`src/rtl/ttt_move_selector_if.sv`:
```
// Board-button / move bus between the tic-tac-toe input stage and its environment.
// Stimulus side: btn_next, btn_confirm (raw buttons), game_active, winner, occupied.
// Move side: player1/player2 turn selects, player1_pos/player2_pos committed cells,
// assign_pulse move strobe, cursor highlight and timeout_flag auto-move marker.
interface ttt_move_selector_if;
  logic       btn_next;
  logic       btn_confirm;
  logic       game_active;
  logic [1:0] winner;
  logic [8:0] occupied;
  logic       player1;
  logic       player2;
  logic [3:0] player1_pos;
  logic [3:0] player2_pos;
  logic       assign_pulse;
  logic [3:0] cursor;
  logic       timeout_flag;

  modport master (
    output btn_next, btn_confirm, game_active, winner, occupied,
    input  player1, player2, player1_pos, player2_pos, assign_pulse, cursor, timeout_flag
  );

  modport slave (
    input  btn_next, btn_confirm, game_active, winner, occupied,
    output player1, player2, player1_pos, player2_pos, assign_pulse, cursor, timeout_flag
  );
endinterface

```
`src/rtl/ttt_move_selector.sv`:
```
// Tic-tac-toe move selector: debounces the next/confirm buttons and turns them into
// alternating player moves, rejecting occupied cells and auto-playing the lowest free
// cell when a turn times out.
// Ports: clock, reset (synchronous, active-high), bus (slave side of ttt_move_selector_if).
module ttt_move_selector #(
  parameter int unsigned DEBOUNCE_CYCLES = 4,
  parameter int unsigned TIMEOUT_CYCLES  = 100
) (
  input  logic                 clock,
  input  logic                 reset,
  ttt_move_selector_if.slave   bus
);

  localparam int unsigned CELLS = 9;
  localparam int unsigned POS_W = 4;
  localparam int unsigned DB_W  = $clog2(DEBOUNCE_CYCLES + 1);
  localparam int unsigned TM_W  = $clog2(TIMEOUT_CYCLES + 1);
  localparam int unsigned NEXT    = 0;
  localparam int unsigned CONFIRM = 1;
  localparam logic [POS_W-1:0] LAST_CELL = POS_W'(CELLS - 1);
  localparam logic [CELLS-1:0] ALL_TAKEN = '1;

  typedef enum logic [2:0] {
    IDLE, P1_SEL, P1_COMMIT, P2_SEL, P2_COMMIT, DONE
  } state_t;

  state_t            state;
  logic [1:0]        sync1;
  logic [1:0]        sync2;
  logic [1:0]        level;
  logic [1:0]        press;
  logic [DB_W-1:0]   db_cnt [2];
  logic [TM_W-1:0]   timer;
  logic [POS_W-1:0]  free_cell;
  logic              p1_sel;
  logic              p2_sel;
  logic [POS_W-1:0]  p1_pos;
  logic [POS_W-1:0]  p2_pos;
  logic              pulse;
  logic              auto_move;
  logic [POS_W-1:0]  cursor_reg;

  // Synchronize and debounce both buttons; press is a one-cycle rising-edge event.
  always_ff @(posedge clock) begin
    if (reset) begin
      sync1  <= '0;
      sync2  <= '0;
      level  <= '0;
      press  <= '0;
      for (int i = 0; i < 2; i++) db_cnt[i] <= '0;
    end else begin
      sync1 <= {bus.btn_confirm, bus.btn_next};
      sync2 <= sync1;
      press <= '0;
      for (int i = 0; i < 2; i++) begin
        if (sync2[i] == level[i]) begin
          db_cnt[i] <= '0;
        end else if (db_cnt[i] == DB_W'(DEBOUNCE_CYCLES - 1)) begin
          level[i]  <= sync2[i];
          db_cnt[i] <= '0;
          press[i]  <= sync2[i];
        end else begin
          db_cnt[i] <= db_cnt[i] + DB_W'(1);
        end
      end
    end
  end

  // Lowest-index free cell, used for the timeout auto-move.
  always_comb begin
    free_cell = '0;
    for (int i = CELLS - 1; i >= 0; i--) begin
      if (!bus.occupied[i]) free_cell = POS_W'(i);
    end
  end

  // Turn sequencing with registered outputs.
  always_ff @(posedge clock) begin
    if (reset) begin
      state      <= IDLE;
      timer      <= '0;
      p1_sel     <= 1'b0;
      p2_sel     <= 1'b0;
      p1_pos     <= '0;
      p2_pos     <= '0;
      pulse      <= 1'b0;
      auto_move  <= 1'b0;
      cursor_reg <= '0;
    end else begin
      pulse     <= 1'b0;
      auto_move <= 1'b0;
      if (!bus.game_active) begin
        state      <= IDLE;
        timer      <= '0;
        p1_sel     <= 1'b0;
        p2_sel     <= 1'b0;
        p1_pos     <= '0;
        p2_pos     <= '0;
        cursor_reg <= '0;
      end else begin
        case (state)
          IDLE: begin
            if (bus.winner != 2'b00) begin
              state <= DONE;
            end else begin
              state      <= P1_SEL;
              p1_sel     <= 1'b1;
              p2_sel     <= 1'b0;
              cursor_reg <= '0;
              timer      <= '0;
            end
          end
          P1_SEL, P2_SEL: begin
            if (bus.winner != 2'b00 || bus.occupied == ALL_TAKEN) begin
              state  <= DONE;
              p1_sel <= 1'b0;
              p2_sel <= 1'b0;
            end else if (press[CONFIRM] && !bus.occupied[cursor_reg]) begin
              state <= (state == P1_SEL) ? P1_COMMIT : P2_COMMIT;
              pulse <= 1'b1;
              if (state == P1_SEL) p1_pos <= cursor_reg;
              else                 p2_pos <= cursor_reg;
            end else if (timer == TM_W'(TIMEOUT_CYCLES - 1)) begin
              state     <= (state == P1_SEL) ? P1_COMMIT : P2_COMMIT;
              pulse     <= 1'b1;
              auto_move <= 1'b1;
              if (state == P1_SEL) p1_pos <= free_cell;
              else                 p2_pos <= free_cell;
            end else if (!press[CONFIRM]) begin
              // A rejected confirm freezes the turn for that cycle, next included.
              timer <= timer + TM_W'(1);
              if (press[NEXT]) begin
                cursor_reg <= (cursor_reg == LAST_CELL) ? '0 : cursor_reg + POS_W'(1);
              end
            end
          end
          P1_COMMIT, P2_COMMIT: begin
            if (bus.winner != 2'b00) begin
              state  <= DONE;
              p1_sel <= 1'b0;
              p2_sel <= 1'b0;
            end else begin
              state      <= (state == P1_COMMIT) ? P2_SEL : P1_SEL;
              p1_sel     <= (state == P2_COMMIT);
              p2_sel     <= (state == P1_COMMIT);
              cursor_reg <= '0;
              timer      <= '0;
            end
          end
          DONE: begin
            p1_sel <= 1'b0;
            p2_sel <= 1'b0;
          end
          default: state <= IDLE;
        endcase
      end
    end
  end

  assign bus.player1      = p1_sel;
  assign bus.player2      = p2_sel;
  assign bus.player1_pos  = p1_pos;
  assign bus.player2_pos  = p2_pos;
  assign bus.assign_pulse = pulse;
  assign bus.cursor       = cursor_reg;
  assign bus.timeout_flag = auto_move;

endmodule

```
`src/flat_wrapper.sv`:
```
// flat-port wrapper written by rule: the top's interface ports become plain ports
module ttt_move_selector_flat 
#(
  parameter int unsigned DEBOUNCE_CYCLES = 4,
  parameter int unsigned TIMEOUT_CYCLES  = 100
)
  (clock, reset, bus_btn_next, bus_btn_confirm, bus_game_active, bus_winner, bus_occupied, bus_player1, bus_player2, bus_player1_pos, bus_player2_pos, bus_assign_pulse, bus_cursor, bus_timeout_flag);
  ttt_move_selector_if bus_i ();
  input  logic clock;
  input  logic reset;
  input wire logic [$bits(bus_i.btn_next)-1:0] bus_btn_next;
  input wire logic [$bits(bus_i.btn_confirm)-1:0] bus_btn_confirm;
  input wire logic [$bits(bus_i.game_active)-1:0] bus_game_active;
  input wire logic [$bits(bus_i.winner)-1:0] bus_winner;
  input wire logic [$bits(bus_i.occupied)-1:0] bus_occupied;
  output wire logic [$bits(bus_i.player1)-1:0] bus_player1;
  output wire logic [$bits(bus_i.player2)-1:0] bus_player2;
  output wire logic [$bits(bus_i.player1_pos)-1:0] bus_player1_pos;
  output wire logic [$bits(bus_i.player2_pos)-1:0] bus_player2_pos;
  output wire logic [$bits(bus_i.assign_pulse)-1:0] bus_assign_pulse;
  output wire logic [$bits(bus_i.cursor)-1:0] bus_cursor;
  output wire logic [$bits(bus_i.timeout_flag)-1:0] bus_timeout_flag;
  assign bus_i.btn_next = bus_btn_next;
  assign bus_i.btn_confirm = bus_btn_confirm;
  assign bus_i.game_active = bus_game_active;
  assign bus_i.winner = bus_winner;
  assign bus_i.occupied = bus_occupied;
  assign bus_player1 = bus_i.player1;
  assign bus_player2 = bus_i.player2;
  assign bus_player1_pos = bus_i.player1_pos;
  assign bus_player2_pos = bus_i.player2_pos;
  assign bus_assign_pulse = bus_i.assign_pulse;
  assign bus_cursor = bus_i.cursor;
  assign bus_timeout_flag = bus_i.timeout_flag;
  ttt_move_selector #(.DEBOUNCE_CYCLES(DEBOUNCE_CYCLES), .TIMEOUT_CYCLES(TIMEOUT_CYCLES)) u_core (.clock(clock), .reset(reset), .bus(bus_i));
endmodule
```
`config.mk`:
```
export PLATFORM = sky130hd
export DESIGN_NAME = ttt_move_selector_flat
export DESIGN_NICKNAME = d
export VERILOG_FILES = /design/src/rtl/ttt_move_selector_if.sv /design/src/rtl/ttt_move_selector.sv /design/src/flat_wrapper.sv
export SDC_FILE = /design/constraint.sdc
export NUM_CORES = 1
export LEC_CHECK = 0
export ABC_CLOCK_PERIOD_IN_PS = 6100
export BUFFER_PORTS_ARGS = -buffer_cell sky130_fd_sc_hd__buf_4
export CELL_PAD_IN_SITES_DETAIL_PLACEMENT = 1
export CELL_PAD_IN_SITES_GLOBAL_PLACEMENT = 1
export CORE_ASPECT_RATIO = 1.4
export CORE_MARGIN = 1
export CORE_UTILIZATION = 30
export CTS_BUF_LIST = sky130_fd_sc_hd__clkbuf_4 sky130_fd_sc_hd__clkbuf_8
export DETAILED_ROUTE_END_ITERATION = 8
export GPL_TIMING_DRIVEN = 0
export PLACE_DENSITY_LB_ADDON = 0.12
export SYNTH_ARGS = -nofsm -noshare
export SYNTH_HDL_FRONTEND = slang
export SYNTH_SLANG_ARGS = --single-unit
```
`constraint.sdc`:
```
create_clock -name clock -period 6.1 [get_ports clock]
set_clock_uncertainty 0.05 [all_clocks]
set_input_delay 1.22 -clock clock [delete_from_list [all_inputs] [get_ports clock]]
set_output_delay 1.22 -clock clock [all_outputs]
set_load 0.1 [all_outputs]
```
# Word level (Yosys, flattened, before mapping)

Memory sizes are Yosys's and may differ from the RTL's.
Index checks and enable logic that the tools add are counted.

$add $sub $neg: 4
Multipliers: 0
Divide/modulo/power cells: 0
$lt $le $gt $ge: 1
Equality and inequality tests: 21
Shift-type cells: 0
Mux-type cells: 80
Bitwise logic cells: 15
Reductions and logical operators: 24

Operators by type and width:

| cell                | number |
|---|---|
| $mux 4              | 24 |
| $mux 3              | 12 |
| $mux 7              | 5 |
| $mux 1              | 32 |
| $pmux 7 s2          | 1 |
| $eq 3x2->1 const B  | 4 |
| $ne 2x2->1 const B  | 6 |
| $pmux 3 s4          | 1 |
| $eq 9x9->1 const B  | 1 |
| $not 1->1           | 9 |
| $reduce_or 3->1     | 3 |
| $pmux 1 s4          | 2 |
| $pmux 4 s2          | 1 |
| $reduce_and 4->1    | 2 |
| $add 7x1->7 const B | 1 |
| $eq 7x7->1 const B  | 1 |
| $reduce_and 7->1    | 1 |
| $add 3x1->3 const B | 2 |
| $eq 3x3->1 const B  | 2 |
| $or 1x1->1          | 6 |
| $reduce_and 2->1    | 3 |
| $reduce_and 6->1    | 1 |
| $reduce_bool 2->1   | 3 |
| $reduce_or 2->1     | 3 |
| 17 further kinds    | 19 |

Register bits after elaboration: 34
Bits in latches: 0
Bits in writable memories: 6
ROM bits: 0
Input port bits: 16
Output and inout port bits: 16
Word-level logic and storage cells: 161
Memories: 1

Memories:

| memory        | depth | width | rd ports | clocked after memory_dff | wr ports | line                    | source |
|---|---|---|---|---|---|---|---|
| u_core.db_cnt | 2     | 3     | 2        | 0                        | 2        | ttt_move_selector.sv:32 | `logic [DB_W-1:0] db_cnt [2];` |

# Depth between registers and ports, before layout

Depth in word-level cells: 12
Mapped depth: 8
Depth with buffers taken out: 7

# Worst setup path after synthesis

Ideal clock, no wire load.

Path kind: input port to flip-flop
Start: input bus_winner[1]
End: register u_core.cursor_reg[2], in the netlist u_core.bus.cursor[2]
Setup time: 0.070 ns
Arrival time: 2.880 ns
Data required time: 5.980 ns
Slack: 3.099 ns
Stages: 6
Buffers on the path: 1
Cell sequence: or2_1 -> buf_6 -> a2111oi_4 -> a31oi_4 -> or4b_1 -> a21oi_1

Word-level cells in the longest chain between the ends: 4
Elaborated cells on any way between the ends: 5
Those cells by class: 2 x eq/ne; 3 x reduce/logical

Ends and longest elaborated chain:

| item                                | line                                                                         | source |
|---|---|---|
| start, declared                     | flat_wrapper.sv:14                                                           | `input wire logic [$bits(bus_i.winner)-1:0] bus_winner;` |
| $reduce_bool 2->1 *                 | ttt_move_selector.sv:103, ttt_move_selector.sv:114, ttt_move_selector.sv:138 |  |
| $logic_or 1x1->1                    | ttt_move_selector.sv:114                                                     | `if (bus.winner != 2'b00 \|\| bus.occupied == ALL_TAKEN) begin` |
| $ne 2x2->1 (no source line)         | -                                                                            |  |
| $reduce_and 7->1 (no source line) * | -                                                                            |  |
| end signal, assigned                | ttt_move_selector.sv:133                                                     | `cursor_reg <= (cursor_reg == LAST_CELL) ? '0 : cursor_reg + POS_W'(1);` |
| end, declared                       | ttt_move_selector.sv:41                                                      | `logic [POS_W-1:0] cursor_reg;` |

Mark *: on every way between the ends. The rest lies on a longest branch, timed or not.
A chain may end at the register's enable or synchronous reset.

# Worst setup path after layout

Start: input bus_winner[1]
End: register u_core.p1_pos[3], in the netlist u_core.bus.player1_pos[3]

Word-level cells in the longest chain between the ends: 4

Ends and longest elaborated chain:

| item                              | line                     | source |
|---|---|---|
| $reduce_bool 2->1                 | ttt_move_selector.sv:114 |  |
| $logic_or 1x1->1                  | ttt_move_selector.sv:114 |  |
| $not 1->1 (no source line)        | -                        |  |
| $reduce_and 4->1 (no source line) | -                        |  |
| end signal, assigned              | ttt_move_selector.sv:121 | `if (state == P1_SEL) p1_pos <= cursor_reg;` |
| end signal, assigned              | ttt_move_selector.sv:127 | `if (state == P1_SEL) p1_pos <= free_cell;` |
| end, declared                     | ttt_move_selector.sv:37  | `logic [POS_W-1:0] p1_pos;` |

Every way passes these cells.

==> results by group <==
Timing
  – Fmax: roughly 320 MHz
  – Max-slew violation count: 0
  – Final WS setup: 3000 ps
  – Least-Margin Pin Slew: about 650 ps
  – Setup_tns: 0 ps
  – RSZ-0062 raised after global routing: false
  – Final worst-path cycle share: 0.509
  – Slew HR: 0.563
  – Final period demand of the worst path: 3100 ps
  – Hold Fails Final Rpt: 0
  – Final setup viols: 0

Synth
  – FF+latch count, synth: 40
  – Ys flop type: dfxtp_1
  – Synth warn: 0
  – Distinct cells, synth: 53
  – Netlist Area Pre-Place: approximately 2100 um^2
  – Commonest cells in the netlist: dfxtp_1 (34), nor2_1 (17), a21oi_1 (16), nand2_1 (16), inv_1 (12)
  – Syn avg cell area: 9.09 um^2
  – Syn Inst Count: 235
  – Area share of the largest cell type after synthesis: 0.319
  – Synth top area cells: dfxtp_1 (32%), edfxtp_1 (8.4%), mux2i_1 (4.2%)
  – Post-synth top area cell: dfxtp_1
  – Ys async rst share: 0
  – Sequential fraction of the synthesis area: 0.403
  – Top-count cell post-synth: dfxtp_1
  – Number of synthesized flops with an enable pin: 6

Flow run
  – Max cap viols: 0

Setup path
  – Crit path DAT: roughly 3200 ps
  – RR Startpoint: u_core.timer[0]$_SDFFE_PP0P_
  – Reg2Reg Capture Point: u_core.bus.player1_pos[3]$_SDFFE_PP0P_
  – Reg2reg path depth: 6
  – Register-to-register setup slack: ~3500 ps
  – CP startpoint kind: input port
  – Setup crit end kind: flop
  – WP data required: ~6200 ps
  – Critical Path Fanout Max: 9
  – CP Class: in2reg

Clock tree
  – Setup Buffers After CTS: 0
  – # clock sinks: 40
  – Clock Tree Buf Depth: 2
  – TritonCTS clock tree: yes
  – PostCTS Resize Cnt: 0
  – CTS Buf Count: 5
  – Hold_buf cts: 0
  – H-Tree Depth: 2
  – Clock Latency Late Sink: around 290 ps
  – Clk pin slew, worst setup/hold paths: about 80 ps
  – CTS root buf: clkbuf_8

Route
  – DR WL/cell: about 15 um
  – Iter 0 DRT Violations: 42
  – Final WL: about 5400 um
  – Detailed-route via count: ~1900
  – Post-route ant nets: 0
  – Residual DRC count: 0
  – Vias/cell: about 5.0
  – Drt pass-1 iters: 4

Min path
  – Hold depth: 1
  – Hold endpoint: u_core.sync2[0]$_SDFF_PP0_
  – Worst min path class: reg2reg
  – Worst Hold Launch: u_core.sync1[0]$_SDFF_PP0_

Global routing
  – Total GRT Usage: 0.155
  – First-pass GRT wire length: between 8000 and 9000 um
  – Vias in the first global route: about 1900
  – GRT Residual Overflow: 0
  – Pin count of the biggest net entering global routing: 13
  – Initial antenna violation count: 0

Power and ir drop
  – Static Leakage: around 1 nW
  – Max VDD drop: about 0.000083 V
  – PD cells: ~210 nW/um^2

Place
  – IO Port Bufs: 31
  – HPWL after DPL: 4110 um
  – Pre-CTS setup slack: around 2700 ps
  – Final GP Congestion: around 0.75

Finish
  – Max reg flops: 7
  – Biggest register: u_core.timer
  – Layout area overhead: 22.3%
  – Share of layout cells above drive strength 1: 0.161
  – Nets@finish: approximately 300
  – Leading registers by flop count: u_core.timer x7, u_core.db_cnt x6
  – Antenna diodes: 0

Floorplan
  – Rows: 36
  – Die ar.: between 7000 and 8000 um^2
  – Starting Density: 0.308
  – CORE AREA: a little under 7000 um^2
  – Die height: a little over 100 um
  – Boundary pin count: 32
  – Die Wd: between 70 and 80 um

Status
  – Outcome: finished, final reports clean
area by class of cell:
| type | instances | area (um^2) |
|---|---|---|
| Clock inverter | 3 | 37.5 |
| Tap cell | 95 | 119 |
| Sequential cell | 40 | 861 |
| Clock buffer | 5 | 68.8 |
| Fill cell | 860 | 4320 |
| Multi-Input combinational cell | 177 | 1200 |
| Buffer | 11 | 52.6 |
| Inverter | 12 | 45.0 |
| Timing Repair Buffer | 31 | 233 |
layout by cell type, fill, tap and decap left out, drive strengths merged, types with 3 or more instances in the layout:
master / instances
conb: 6
clkbuf: 13
nand3: 7
nor2b: 9
ha: 7
o31ai: 3
buf: 34
nor2: 17
o21ai: 9
or3: 4
edfxtp: 6
nor3: 4
a211oi: 6
nand2: 16
a21oi: 16
and2: 6
inv: 12
a31oi: 10
and3: 5
dfxtp: 34
nor4bb: 3
mux2i: 9
nand4: 4
per-stage QoR:
stage	area (um^2)	util	instances	hold slack, ps	total power [mW]
after floorplan	2150	-	240	364	0.312
after global placement	2510	0.361	366	368	0.332
after detailed placement	2510	0.361	366	379	0.332
after CTS	2610	0.377	374	399	0.550
after global routing	2610	0.377	374	416	0.567
final	2610	0.377	374	393	0.543
logic make-up (layout without fill, tap and decap cells):
logic type      Yosys count  count (layout)  share of synthesized area
compound gates           61              61                      0.203
xor+xnor                  2               2                    0.00820
simple gates             89              89                      0.234
fa+ha+maj                 7               7                     0.0410
mux                      12              12                     0.0633
buf+inv                  23              62                     0.0457
flops                    40              40                      0.403
other cells               1               6                    0.00176
worst max-delay path by stage:
stage / depth (start not counted) / from / slack (ps) / endpoint
floorplan: 6 / bus_winner[1] / 3100 / u_core.bus.cursor[2]$_SDFFE_PP0P_
global placement: 6 / bus_winner[1] / 2730 / u_core.bus.player2_pos[3]$_SDFFE_PP0P_
detailed placement: 6 / bus_winner[1] / 2740 / u_core.bus.player1_pos[3]$_SDFFE_PP0P_
CTS: 6 / bus_winner[1] / 3030 / u_core.bus.player1_pos[3]$_SDFFE_PP0P_
global route: 6 / bus_winner[1] / 2850 / u_core.bus.player1_pos[3]$_SDFFE_PP0P_
finish: 6 / bus_winner[1] / 3000 / u_core.bus.player1_pos[3]$_SDFFE_PP0P_
critical path, cell delays in order:
cell	delay [ps]
buf_4	120
nor3_1	280
o311a_1	360
a21boi_1	590
and3_1	340
mux2_1	330
power breakdown:
group / internal, mW / leakage, nW / switching, mW
clock network: 0.119 / 0.0532 / 0.0981
logic: 0.0207 / 0.631 / 0.0306
registers: 0.271 / 0.337 / 0.00284
total: 0.411 / 1.02 / 0.132
routing by layer:
layer	routed length [um]	GRT usage	vias to the layer above
met5	0	0	-
met4	82	0.0533	0
met3	123	0.0296	8
met2	2680	0.266	23
met1	2540	0.193	902
li1	-	-	941
(Power assumes the default switching activity.)
